File: src/rtl/e203_dtcm_ram_arbiter.sv
// e203_dtcm_ram_arbiter
// Shares the single-port DTCM SRAM between the core LSU (requester 0) and the
// external ICB slave port (requester 1). Round-robin on ties, one command
// outstanding at a time, one response per command. A hold register keeps SRAM
// read data alive while a response is stalled.
//
// state   | meaning
// --------+-----------------------------------------------------------
// ST_IDLE | nothing outstanding, any requester may be granted
// ST_RSP  | one response outstanding for owner_q; a new command is only
//         | taken in the same cycle the outstanding response hands off

module e203_dtcm_ram_arbiter #(
    parameter int AW = 13,
    parameter int DW = 32,
    parameter int MW = 4
) (
    input  logic          clk,
    input  logic          rst_n,

    input  logic          req0_valid_i,
    output logic          req0_ready_o,
    input  logic          req0_read_i,
    input  logic [AW-1:0] req0_addr_i,
    input  logic [DW-1:0] req0_wdata_i,
    input  logic [MW-1:0] req0_wmask_i,

    input  logic          req1_valid_i,
    output logic          req1_ready_o,
    input  logic          req1_read_i,
    input  logic [AW-1:0] req1_addr_i,
    input  logic [DW-1:0] req1_wdata_i,
    input  logic [MW-1:0] req1_wmask_i,

    output logic          rsp0_valid_o,
    input  logic          rsp0_ready_i,
    output logic [DW-1:0] rsp0_rdata_o,

    output logic          rsp1_valid_o,
    input  logic          rsp1_ready_i,
    output logic [DW-1:0] rsp1_rdata_o,

    output logic          ram_cs_o,
    output logic          ram_we_o,
    output logic [AW-1:0] ram_addr_o,
    output logic [MW-1:0] ram_wem_o,
    output logic [DW-1:0] ram_din_o,
    input  logic [DW-1:0] ram_dout_i
);

    typedef enum logic {
        ST_IDLE = 1'b0,
        ST_RSP  = 1'b1
    } state_e;

    state_e        state_q, state_d;
    logic          owner_q, owner_d;
    logic          is_read_q, is_read_d;
    logic          first_q, first_d;
    logic [DW-1:0] hold_q, hold_d;
    logic          rr_last_q, rr_last_d;

    logic          rsp_hs;
    logic          can_accept;
    logic          grant0;
    logic          grant1;
    logic          accept;
    logic [DW-1:0] rsp_data;

    // The owner's response is taken this cycle, which frees the slot.
    assign rsp_hs     = (state_q == ST_RSP) &&
                        (owner_q ? rsp1_ready_i : rsp0_ready_i);
    assign can_accept = (state_q == ST_IDLE) || rsp_hs;

    // On a tie the requester that did not win last time goes first.
    assign grant1 = req1_valid_i && (!req0_valid_i || !rr_last_q);
    assign grant0 = req0_valid_i && !grant1;

    assign req0_ready_o = grant0 && can_accept;
    assign req1_ready_o = grant1 && can_accept;
    assign accept       = req0_ready_o || req1_ready_o;

    // Live SRAM data on the first response cycle, held copy afterwards.
    assign rsp_data = !is_read_q ? '0 : (first_q ? ram_dout_i : hold_q);

    // Next-state, response outputs and RAM access drive.
    always_comb begin
        state_d   = state_q;
        owner_d   = owner_q;
        is_read_d = is_read_q;
        first_d   = first_q;
        hold_d    = hold_q;
        rr_last_d = rr_last_q;

        rsp0_valid_o = 1'b0;
        rsp1_valid_o = 1'b0;
        rsp0_rdata_o = '0;
        rsp1_rdata_o = '0;

        ram_cs_o   = 1'b0;
        ram_we_o   = 1'b0;
        ram_addr_o = '0;
        ram_wem_o  = '0;
        ram_din_o  = '0;

        if (state_q == ST_RSP) begin
            if (owner_q) begin
                rsp1_valid_o = 1'b1;
                rsp1_rdata_o = rsp_data;
            end else begin
                rsp0_valid_o = 1'b1;
                rsp0_rdata_o = rsp_data;
            end
            // ram_dout is only valid for one cycle, so always keep a copy.
            if (first_q && is_read_q) begin
                hold_d = ram_dout_i;
            end
            first_d = 1'b0;
            if (rsp_hs) begin
                state_d = ST_IDLE;
            end
        end

        if (accept) begin
            ram_cs_o  = 1'b1;
            state_d   = ST_RSP;
            owner_d   = grant1;
            first_d   = 1'b1;
            rr_last_d = grant1;
            if (grant1) begin
                is_read_d  = req1_read_i;
                ram_addr_o = req1_addr_i;
                ram_we_o   = !req1_read_i;
                ram_wem_o  = req1_read_i ? '0 : req1_wmask_i;
                ram_din_o  = req1_read_i ? '0 : req1_wdata_i;
            end else begin
                is_read_d  = req0_read_i;
                ram_addr_o = req0_addr_i;
                ram_we_o   = !req0_read_i;
                ram_wem_o  = req0_read_i ? '0 : req0_wmask_i;
                ram_din_o  = req0_read_i ? '0 : req0_wdata_i;
            end
        end
    end

    // State register; rr_last resets to 1 so requester 0 wins the first tie.
    always_ff @(posedge clk or negedge rst_n) begin
        if (!rst_n) begin
            state_q   <= ST_IDLE;
            owner_q   <= 1'b0;
            is_read_q <= 1'b0;
            first_q   <= 1'b0;
            hold_q    <= '0;
            rr_last_q <= 1'b1;
        end else begin
            state_q   <= state_d;
            owner_q   <= owner_d;
            is_read_q <= is_read_d;
            first_q   <= first_d;
            hold_q    <= hold_d;
            rr_last_q <= rr_last_d;
        end
    end

endmodule

File: config.mk
export PLATFORM = sky130hd
export DESIGN_NAME = e203_dtcm_ram_arbiter
export DESIGN_NICKNAME = d
export VERILOG_FILES = /design/src/rtl/e203_dtcm_ram_arbiter.sv
export SDC_FILE = /design/constraint.sdc
export NUM_CORES = 1
export LEC_CHECK = 0
export CORE_AREA = 2 2 100 102
export DETAILED_ROUTE_END_ITERATION = 8
export DIE_AREA = 0 0 102 104
export PLACE_DENSITY = 0.84
export SLEW_MARGIN = 20
export SYNTH_ARGS = -nofsm -noshare
export SYNTH_HDL_FRONTEND = slang
export SYNTH_SLANG_ARGS = --single-unit
File: constraint.sdc
create_clock -name clk -period 2.35 [get_ports clk]
set_input_delay 0.235 -clock clk [delete_from_list [all_inputs] [get_ports clk]]
set_output_delay 0.235 -clock clk [all_outputs]
set_load 0.02 [all_outputs]
# Yosys cells after proc, flatten, opt, wreduce, memory -nomap -nowiden
# Cells that the tools add are included.
[word_totals] register_bits=37 in_bits=138 out_inout_bits=119
[op_classes] mux=30 bitwise=1 n_reduce_logical=16
[op_table] cell="$mux W32" count=10
[op_table] cell="$mux W13" count=2
[op_table] cell="$mux W4" count=4
[op_table] cell="$mux W1" count=14
[op_table] cell="$logic_and A1 B1 Y1" count=6
[op_table] cell="$logic_not A1 Y1" count=5
[op_table] cell="$logic_or A1 B1 Y1" count=3
[op_table] cell="$reduce_and A2 Y1" count=1
[op_table] cell="$reduce_bool A2 Y1" count=1
[op_table] cell="$not A1 Y1" count=1

# Logic depth before layout (Yosys ltp)
# Gate-level depths: netlist (run 1).
[depth] depth_word=8 ltp_mapped=6

# Worst setup path before layout (run 1)
# OpenSTA, ideal clock, no wires.
[synth_timing] kind="register -> output" start="register rr_last_q" end="output ram_din_o[0]" arrival_time_ns=1.622 t_required_ns=2.115 slack_ns=0.493 stages_incl_launch_ff=6 cell_sequence="dfstp_2 > a21bo_1 > buf_2 > buf_2 > nand3_1 > a211oi_1"
[synth_between] elab_chain_len=8 word_cells_on_any_way=10
[synth_lines] element="start, declared" line_no="61" source="logic rr_last_q, rr_last_d;"
[synth_lines] element="start signal, assigned" line_no="161" source="rr_last_q <= rr_last_d;"
[synth_lines] element="$logic_not A1 Y1 (*)" line_no="76" source="assign grant1 = req1_valid_i && (!req0_valid_i || !rr_last_q);"
[synth_lines] element="$logic_or A1 B1 Y1 (*)" line_no="76"
[synth_lines] element="$logic_and A1 B1 Y1 (*)" line_no="76"
[synth_lines] element="$logic_not A1 Y1" line_no="77" source="assign grant0 = req0_valid_i && !grant1;"
[synth_lines] element="$logic_and A1 B1 Y1" line_no="77"
[synth_lines] element="$logic_and A1 B1 Y1" line_no="79" source="assign req0_ready_o = grant0 && can_accept;"
[synth_lines] element="$logic_or A1 B1 Y1" line_no="81" source="assign accept = req0_ready_o || req1_ready_o;"
[synth_lines] element="$mux W32 (*)" line_no="124" source="if (accept) begin"
[synth_lines] element="end, declared" line_no="47" source="output logic [DW-1:0] ram_din_o,"
# Every way passes the cells marked *; elsewhere a longest branch is shown, timed or not.

# Worst setup path after layout (run 1)
[layout_timing] start="input req1_valid_i" end="output ram_addr_o[4]"
[layout_between] elab_chain_len=6 word_cells_on_any_way=8
[layout_lines] element="start, declared" line_no="28" source="input logic req1_valid_i,"
[layout_lines] element="$logic_and A1 B1 Y1 (*)" line_no="76"
[layout_lines] element="$logic_not A1 Y1" line_no="77"
[layout_lines] element="$logic_and A1 B1 Y1" line_no="77"
[layout_lines] element="$logic_and A1 B1 Y1" line_no="79"
[layout_lines] element="$logic_or A1 B1 Y1" line_no="81"
[layout_lines] element="$mux W13 (*)" line_no="124"
[layout_lines] element="end, declared" line_no="45" source="output logic [AW-1:0] ram_addr_o,"
# Marked as above.

==> flow_summary.yaml, run 1 <==
timing:
  fin_crit_sh: 0.9640
  fmax_ghz: 0.4414
  slew_violations: 0
  finalSetupViolCount: 0
  relSlewSlack: 0.4287
  tightest_slew_ns: 0.8569
  fin_ws_ns: 0.08448
  finalCriticalPeriod_ns: 2.266
  rsz0062_at_grt: "no"
  whs_ns: 0.05681
  skew_ns: 0.008768
  finalHoldViolCount: 0
  finalSetupTns_ns: 0
route:
  drt-met1-wl_um: 4584
  highest_layer: "met4"
  routed_via_density: 4.935
  drtAntennaViolNets: 0
  wl_met3_um: 1013
  vias: 3706
  drt_first_iter_violations: 140
  routed_wl_um: 11590
  wl_per_cell_um: 15.44
  dr_wl_met2_um: 5777
  dr.pass1.iters: 4
  drc: 0
yosys:
  synth-seq-cells: 37
  synth_warnings: 0
  syn_inst: 374
  synth_area_leaders: "dfrtp_1, a211oi_2, mux2_1"
  ys_seq_area_frac: 0.2953
  synth_fp_nets: 512
  syn-cell-area_um2: 3139
  yosysTopAreaCellShare: 0.2870
  yosysTopAreaCell: "dfrtp_1"
  synth.avg_cell_area_um2: 8.394
  synth_cell_types: 29
grt:
  overflow: 0
  grt_pass1_wl_um: 17920
  track_usage: 0.2073
  grt_max_degree: 51
  grt_antenna_before_repair: 0
  grt_pass1_vias: 3622
placed_design:
  place_inst: 743
  gp_congestion: 0.7998
  dp_hpwl_um: 9141
  io_buffers: 256
  dpl_cell_area_um2: 5867
  dpl_worst_slack_ns: -0.2711
critical_path:
  crit_path_cell_trace: "clkdlybuf4s50_1 > buf_4 > a21bo_1 > buf_12 > buf_12 > nand3_1 > a21oi_1 > dlygate4sd2_1"
  cpMaxStageDelayCell: "clkdlybuf4s50_1"
  critPathKind: "input pin to output pin"
  critPathLaunch: "req1_valid_i"
  crit_arrival_ns: 2.03
  cp.required_ns: 2.12
  cp-end-kind: "output pin"
  cpPeakStageDelay_ns: 0.43
  r2r_start: "first_q"
  r2r_setup_slack_ns: 0.78
  cp_max_fo: 38
  crit_path_frequent_cell: "buf_12"
  start_kind: "input pin"
final_layout:
  final-seq-area_um2: 928.4
  n_antenna_cell: 0
  fillers: 826
  final_area_um2: 5939
  area_growth_pct: 89.20
  post-route-util: 0.6220
  drive_gt1_frac: 0.1084
  nets: 755
  final_common_cell: "clkdlybuf4s50_1"
  multi_input_area_um2: 2011
  final_cell_mix: "clkdlybuf4s50_1, nor2_1, nand3_1"
  final_cells: 751
power:
  power.total_mw: 4.976
  p_leak_nw: 2.541
  ir_drop_mv: 0.6201
  power_density_nw_per_um2: 837.8
clock_tree:
  cts_sinks: 37
  cts.clk_slew.worst_paths_ns: 0.08
  cts_tree: "done"
  htreeDepth: 2
  clock_path_buffers: 2
  clock_latency_ns: 0.29
  root_buffer: "clkbuf_8"
  numCtsBuffers: 5
die:
  die_area_um2: 10610
  start_util: 0.3287
  die-height_um: 104
  fp-row-count: 36
  ios: 257
  fp.coreArea_um2: 9549
  fp.dieW_um: 102
run:
  maxCapViolations: 0
worst_hold_path:
  hold_class: "input pin to async pin"
outcome:
  status: "complete, no violations"
==> sequential cells by signal (all words and copies together) (netlist names) <==
name / count
is_read_q: 1
rr_last_q: 1
hold_q: 32
first_q: 1
state_q: 1
owner_q: 1
==> repair_timing <==
action                                  in CTS  in global routing
endpoints found under the setup margin      52                  8
gates resized for setup                     48                 12
endpoints found under the hold margin        0                  0
setup buffers                                0                  0
hold buffers                                 0                  0
==> path summary, 6_finish.rpt <==
check,endpoint,cells after the start
max,ram_addr_o[4],8
min,hold_q[10],1
max reg2reg,hold_q[12],4
min reg2reg,hold_q[28],1
max in group asynchronous,first_q,1
min in group clk,hold_q[28],1
==> routing by layer <==
layer  vias to the layer above  GRT usage
met2                       172     0.3745
li1                       1790          -
met4                         0    0.05619
met3                        16    0.04772
met1                      1728     0.2410
met5                         -          0
==> worst max-delay path: cells and delay by family <==
kind	cells	cell delay, ns
buffers and inverters	5	1.32
AO/OA/AOI/OAI	2	0.39
AND/OR/NAND/NOR	1	0.08
==> where the power goes <==
| group | switching [mW] | internal [mW] | total (mW) |
|---|---|---|---|
| combinational | 1.73 | 1.55 | 3.28 |
| sequential | 0.182 | 0.956 | 1.14 |
| clock | 0.235 | 0.319 | 0.553 |
| total | 2.15 | 2.83 | 4.98 |
==> final cells by class <==
cell class                      count  share of cell area
Clock inverter                      2            0.006530
Multi-Input combinational cell    297              0.3385
Tap cell                          133             0.02802
Inverter                            1           0.0006320
Clock buffer                        6             0.01222
Timing Repair Buffer              275              0.4578
Sequential cell                    37              0.1563
==> Yosys cell counts <==
cell type / n
nor2_1: 68
nand3_1: 51
nand2_1: 49
dfrtp_1: 36
mux2_1: 32
mux2i_1: 32
a211oi_2: 29
buf_2: 20
a21oi_1: 13
clkbuf_1: 13
a211oi_1: 7
buf_6: 3
buf_1: 2
mux2_4: 2
o21ai_1: 2
o2bb2ai_1: 2
a21bo_1: 1
a21boi_4: 1
a21o_1: 1
and2_1: 1
buf_4: 1
dfstp_2: 1
inv_2: 1
mux2_2: 1
nand2b_1: 1
nand3b_1: 1
nor2_4: 1
nor3_2: 1
o22a_1: 1
==> cells by family (layout without fill, tap and decap cells) <==
family                 count (synthesis)  in the layout  synth area share
muxes                                 67             67            0.2300
buffers and inverters                 40            284           0.06417
and+or+nand+nor                      173            173            0.2344
AOI/OAI and AO/OA                     57             57            0.1762
DFF                                   37             37            0.2953
Power figures use the tool's default switching activity.
==> inputs of run 2 (changes only) <==
--- a/config.mk
+++ b/config.mk
@@ -8,6 +8,7 @@
 export CORE_AREA = 2 2 100 102
 export DETAILED_ROUTE_END_ITERATION = 8
 export DIE_AREA = 0 0 102 104
+export MAX_ROUTING_LAYER = met4
 export PLACE_DENSITY = 0.84
 export SLEW_MARGIN = 20
 export SYNTH_ARGS = -nofsm -noshare
==> run 2 against run 1 <==
Effect of this change:
- routed wire length up 0.13%
- via count up 0.13%
- clock skew about the same
- non-clock buffer count unchanged
- worst hold slack about the same
- final cell count unchanged
- clock-buffer cell count unchanged
- register-to-register slack about the same
- critical path type unchanged
==> flow_summary.yaml, run 2 (synthesis results as in run 1) <==
timing:
  tightest_slew_ns: 0.8592
  finalCriticalPeriod_ns: 2.249
  skew_ns: 0.009074
  whs_ns: 0.05718
  finalHoldViolCount: 0
  rsz0062_at_grt: "no"
  fin_crit_sh: 0.9570
  finalSetupViolCount: 0
  relSlewSlack: 0.4272
  slew_violations: 0
  fmax_ghz: 0.4446
grt:
  track_usage: 0.2137
  grt_pass1_wl_um: 17970
  grt_pass1_vias: 3613
  overflow: 0
  grt_max_degree: 51
  grt_antenna_before_repair: 0
clock_tree:
  clock_latency_ns: 0.29
  numCtsBuffers: 5
  htreeDepth: 2
  cts_tree: "done"
  root_buffer: "clkbuf_8"
  cts_setup_buffers: 0
  clock_path_buffers: 2
  cts_sinks: 37
  cts_hold_buf: 0
  cts.clk_slew.worst_paths_ns: 0.08
route:
  vias: 3711
  dr.pass1.iters: 8
  drt_first_iter_violations: 147
  routed_wl_um: 11610
  wl_per_cell_um: 15.46
  routed_via_density: 4.941
  drtAntennaViolNets: 0
  drc: 0
power:
  internal_power_mw: 2.827
  p_comb_frac: 0.660
  power_frac_clock: 0.111
  power_density_nw_per_um2: 838.1
  seqPwrFrac: 0.229
  netSwitchingPower_mw: 2.151
  p_sw_frac: 0.4320
  ir_drop_mv: 0.6225
  p_leak_nw: 2.541
  power.total_mw: 4.978
die:
  die_area_um2: 10610
  fp-row-count: 36
  ios: 257
  fp.dieW_um: 102
  start_util: 0.3287
  die-height_um: 104
  fp.coreArea_um2: 9549
critical_path:
  start_kind: "input pin"
  crit_arrival_ns: 2.01
  r2r_setup_slack_ns: 0.77
  cp_max_fo: 38
  critPathKind: "input pin to output pin"
  cp.required_ns: 2.12
  cp-end-kind: "output pin"
  rr_worst_depth: 4
final_layout:
  area_growth_pct: 89.20
  drive_gt1_frac: 0.1084
  n_antenna_cell: 0
  largest_reg_flops: 32
  nets: 755
  fillers: 826
  final_common_cell: "clkdlybuf4s50_1"
  final_cell_mix: "clkdlybuf4s50_1, nor2_1, nand3_1"
  regMostFlops: "hold_q"
run:
  maxCapViolations: 0
placed_design:
  dp_hpwl_um: 9141
  io_buffers: 256
  gp_congestion: 0.8114
outcome:
  status: "complete, no violations"
worst_hold_path:
  hold_class: "input pin to async pin"
-- run 2: area by class of cell --
| class | instances | area (µm²) | share of cell area |
|---|---|---|---|
| repair buffers | 275 | 2719 | 0.4578 |
| multi-input cells | 297 | 2011 | 0.3385 |
| flip-flops and latches | 37 | 928.4 | 0.1563 |
| well taps | 133 | 166.4 | 0.02802 |
| clock buffers | 6 | 72.57 | 0.01222 |
| clock inverters | 2 | 38.79 | 0.006530 |
| inverters | 1 | 3.754 | 0.0006320 |
-- run 2: worst paths after layout --
path | start | endpoint
worst max-delay path | req1_valid_i | ram_addr_o[4]
worst min-delay path | rst_n | hold_q[10]
worst max register to register | first_q | hold_q[12]
worst min register to register | hold_q[28] | hold_q[28]
max in group asynchronous | rst_n | first_q
min in group clk | hold_q[28] | hold_q[28]
-- run 2: critical path, stage by stage --
cell and delay, ns:
clkdlybuf4s50_1 0.43, buf_4 0.16, a21bo_1 0.21, buf_12 0.21, buf_12 0.16, nand3_1 0.08
a21oi_1 0.17, dlygate4sd2_1 0.35
-- run 2: what timing repair did --
action                     CTS  global route
hold endpoints to repair     0             0
resized for setup           48            12
pin swaps                    0             0
setup endpoints to repair   52             8
-- run 2: layer usage --
layer / vias to the layer above / part of all wire / GRT usage
met5: - / 0 / -
met3: 14 / 0.082 / 0.04167
li1: 1787 / - / -
met2: 168 / 0.50 / 0.3755
met4: 0 / 0.017 / 0.05429
met1: 1742 / 0.40 / 0.2469
-- run 2: metrics by stage --
step / instance area (µm²) / worst slack (ns) / std cells / setup TNS (ns) / utilization
after floorplan: 3139 / 0.4926 / 374 / 0 / -
after global placement: 5867 / -0.1877 / 743 / -7.819 / 0.6144
after detailed placement: 5867 / -0.2711 / 743 / -10.61 / 0.6144
after CTS: 5923 / -0.1388 / 751 / -0.5248 / 0.6203
after global routing: 5939 / 0.005381 / 751 / 0 / 0.6220
final: 5939 / 0.1010 / 751 / 0 / 0.6220
-- run 2: power groups by stage --
stage	Sequential [mW]	Clock, mW	Combinational, mW
after global routing	1.19	0.598	3.52
after floorplan	1.09	0	1.96
after global placement	1.13	0	3.32
after CTS	1.14	0.569	3.32
final	1.14	0.554	3.29
after detailed placement	1.15	0	3.38
==> inputs of run 3 (changes only) <==
--- a/config.mk
+++ b/config.mk
@@ -10,7 +10,7 @@
 export DIE_AREA = 0 0 102 104
 export MAX_ROUTING_LAYER = met4
 export PLACE_DENSITY = 0.84
-export SLEW_MARGIN = 20
+export SLEW_MARGIN = 40
 export SYNTH_ARGS = -nofsm -noshare
 export SYNTH_HDL_FRONTEND = slang
 export SYNTH_SLANG_ARGS = --single-unit
==> run 3 against run 2 <==
Effect of this change:
- utilization is 0.052 points lower
- critical path depth is 2 lower
- maximum frequency is 0.38% lower
- first-iteration DRC count is 0.68% higher
- cell area hardly changed
- global-route usage is 0.23 points lower
- sequential share of layout area hardly changed
- die area stayed put
- critical path type is now flop to output pin
==> flow_summary.yaml, run 3 (synthesis results as in run 1) <==
final_layout:
  regMostFlops: "hold_q"
  final_cell_mix: "clkdlybuf4s50_1, nor2_1, nand3_1, dlygate4sd2_1, nand2_1"
  final-seq-area_um2: 928.4
  drive_gt1_frac: 0.1066
  fillers: 823
  final_common_cell: "clkdlybuf4s50_1"
  post-route-util: 0.6215
  final_area_um2: 5934
  n_antenna_cell: 0
  multi_input_area_um2: 2011
  largest_reg_flops: 32
  final_cells: 752
  area_growth_pct: 89.04
  nets: 756
grt:
  overflow: 0
  grt_pass1_wl_um: 17760
  grt_max_degree: 51
  grt_pass1_vias: 3568
  grt_antenna_before_repair: 0
  track_usage: 0.2114
clock_tree:
  htreeDepth: 2
  clock_latency_ns: 0.28
  root_buffer: "clkbuf_8"
  cts.clk_slew.worst_paths_ns: 0.08
  cts_tree: "done"
  clock_path_buffers: 2
  cts_sinks: 37
  numCtsBuffers: 5
die:
  fp.coreArea_um2: 9549
  die_area_um2: 10610
  ios: 257
  die-height_um: 104
  start_util: 0.3287
  fp.dieW_um: 102
  fp-row-count: 36
timing:
  slew_violations: 0
  relSlewSlack: 0.6687
  fin_ws_ns: 0.09243
  fmax_ghz: 0.4430
  fin_crit_sh: 0.9607
  finalSetupViolCount: 0
  skew_ns: 0.004230
  whs_ns: 0.4525
  finalCriticalPeriod_ns: 2.258
  finalHoldViolCount: 0
  tightest_slew_ns: 0.4970
  finalSetupTns_ns: 0
  rsz0062_at_grt: "no"
power:
  p_leak_nw: 2.502
  ir_drop_mv: 0.6069
  power.total_mw: 4.978
  power_density_nw_per_um2: 838.8
route:
  routed_via_density: 4.957
  drtAntennaViolNets: 0
  routed_wl_um: 11700
  drc: 0
  vias: 3728
  dr.pass1.iters: 5
  wl_per_cell_um: 15.56
  drt_first_iter_violations: 148
critical_path:
  critPathLaunch: "rr_last_q"
  cp-end-kind: "output pin"
  start_kind: "flop"
  crit_arrival_ns: 2.02
  cp.required_ns: 2.12
  r2r_start: "first_q"
  cp_max_fo: 38
  critPathKind: "flop to output pin"
placed_design:
  dpl_worst_slack_ns: -0.2519
  dp_hpwl_um: 9165
  place_inst: 743
  dpl_cell_area_um2: 5869
  io_buffers: 256
  gp_congestion: 0.8114
outcome:
  status: "complete, no violations"
worst_hold_path:
  hold_class: "input pin to async pin"
run:
  maxCapViolations: 0
-- run 3: cell count changes in the layout (fill, tap and decap cells not counted), sizes merged --
cell / delta
dlygate4sd2: +7
dlymetal6s2s: -4
clkdlybuf4s15: -2
clkbuf: -1
dlygate4sd3: +1
-- run 3: what timing repair did --
action                                  CTS  global route
resized for setup                        53             0
hold buffers                              1             0
setup buffers                             0             0
hold endpoints to repair                 36             0
endpoints found under the setup margin   51             0
-- run 3: worst paths after layout --
check / to / slack (ns) / cells past startpoint
hold reg to reg: hold_q[28] / 0.49 / 1
setup / recovery: ram_addr_o[10] / 0.09 / 6
setup reg to reg: hold_q[22] / 0.69 / 4
min in group clk: hold_q[28] / 0.49 / 1
max in group asynchronous: rr_last_q / 1.53 / 2
hold / removal: hold_q[0] / 0.45 / 2
-- run 3: report_power, final --
group	leakage [nW]	total (mW)	switching, mW	internal [mW]
combinational	2.02	3.29	1.74	1.55
clock	0.0554	0.554	0.235	0.319
sequential	0.427	1.14	0.182	0.956
total	2.50	4.98	2.16	2.82
-- run 3: layout make-up --
| cell class | count | area share |
|---|---|---|
| inverter | 1 | 0.0006325 |
| sequential | 37 | 0.1564 |
| tap | 133 | 0.02804 |
| clock buffer | 6 | 0.01223 |
| timing repair buffer | 276 | 0.4573 |
| multi-input combinational | 297 | 0.3388 |
| clock inverter | 2 | 0.006536 |
-- run 3: per-layer routing --
layer	vias to the layer above	track usage	routed length [µm]
li1	1801	-	-
met1	1740	0.2442	4705
met2	173	0.3769	5895
met3	14	0.04099	952
met4	0	0.04286	146
met5	-	-	0
-- run 3: critical path, cell delays in order, from the launching register on --
cell and delay (ns):
dfstp_2 0.59, a21bo_1 0.16, buf_12 0.21, buf_12 0.16, nand3_1 0.10, a21oi_1 0.17, dlygate4sd2_1 0.35
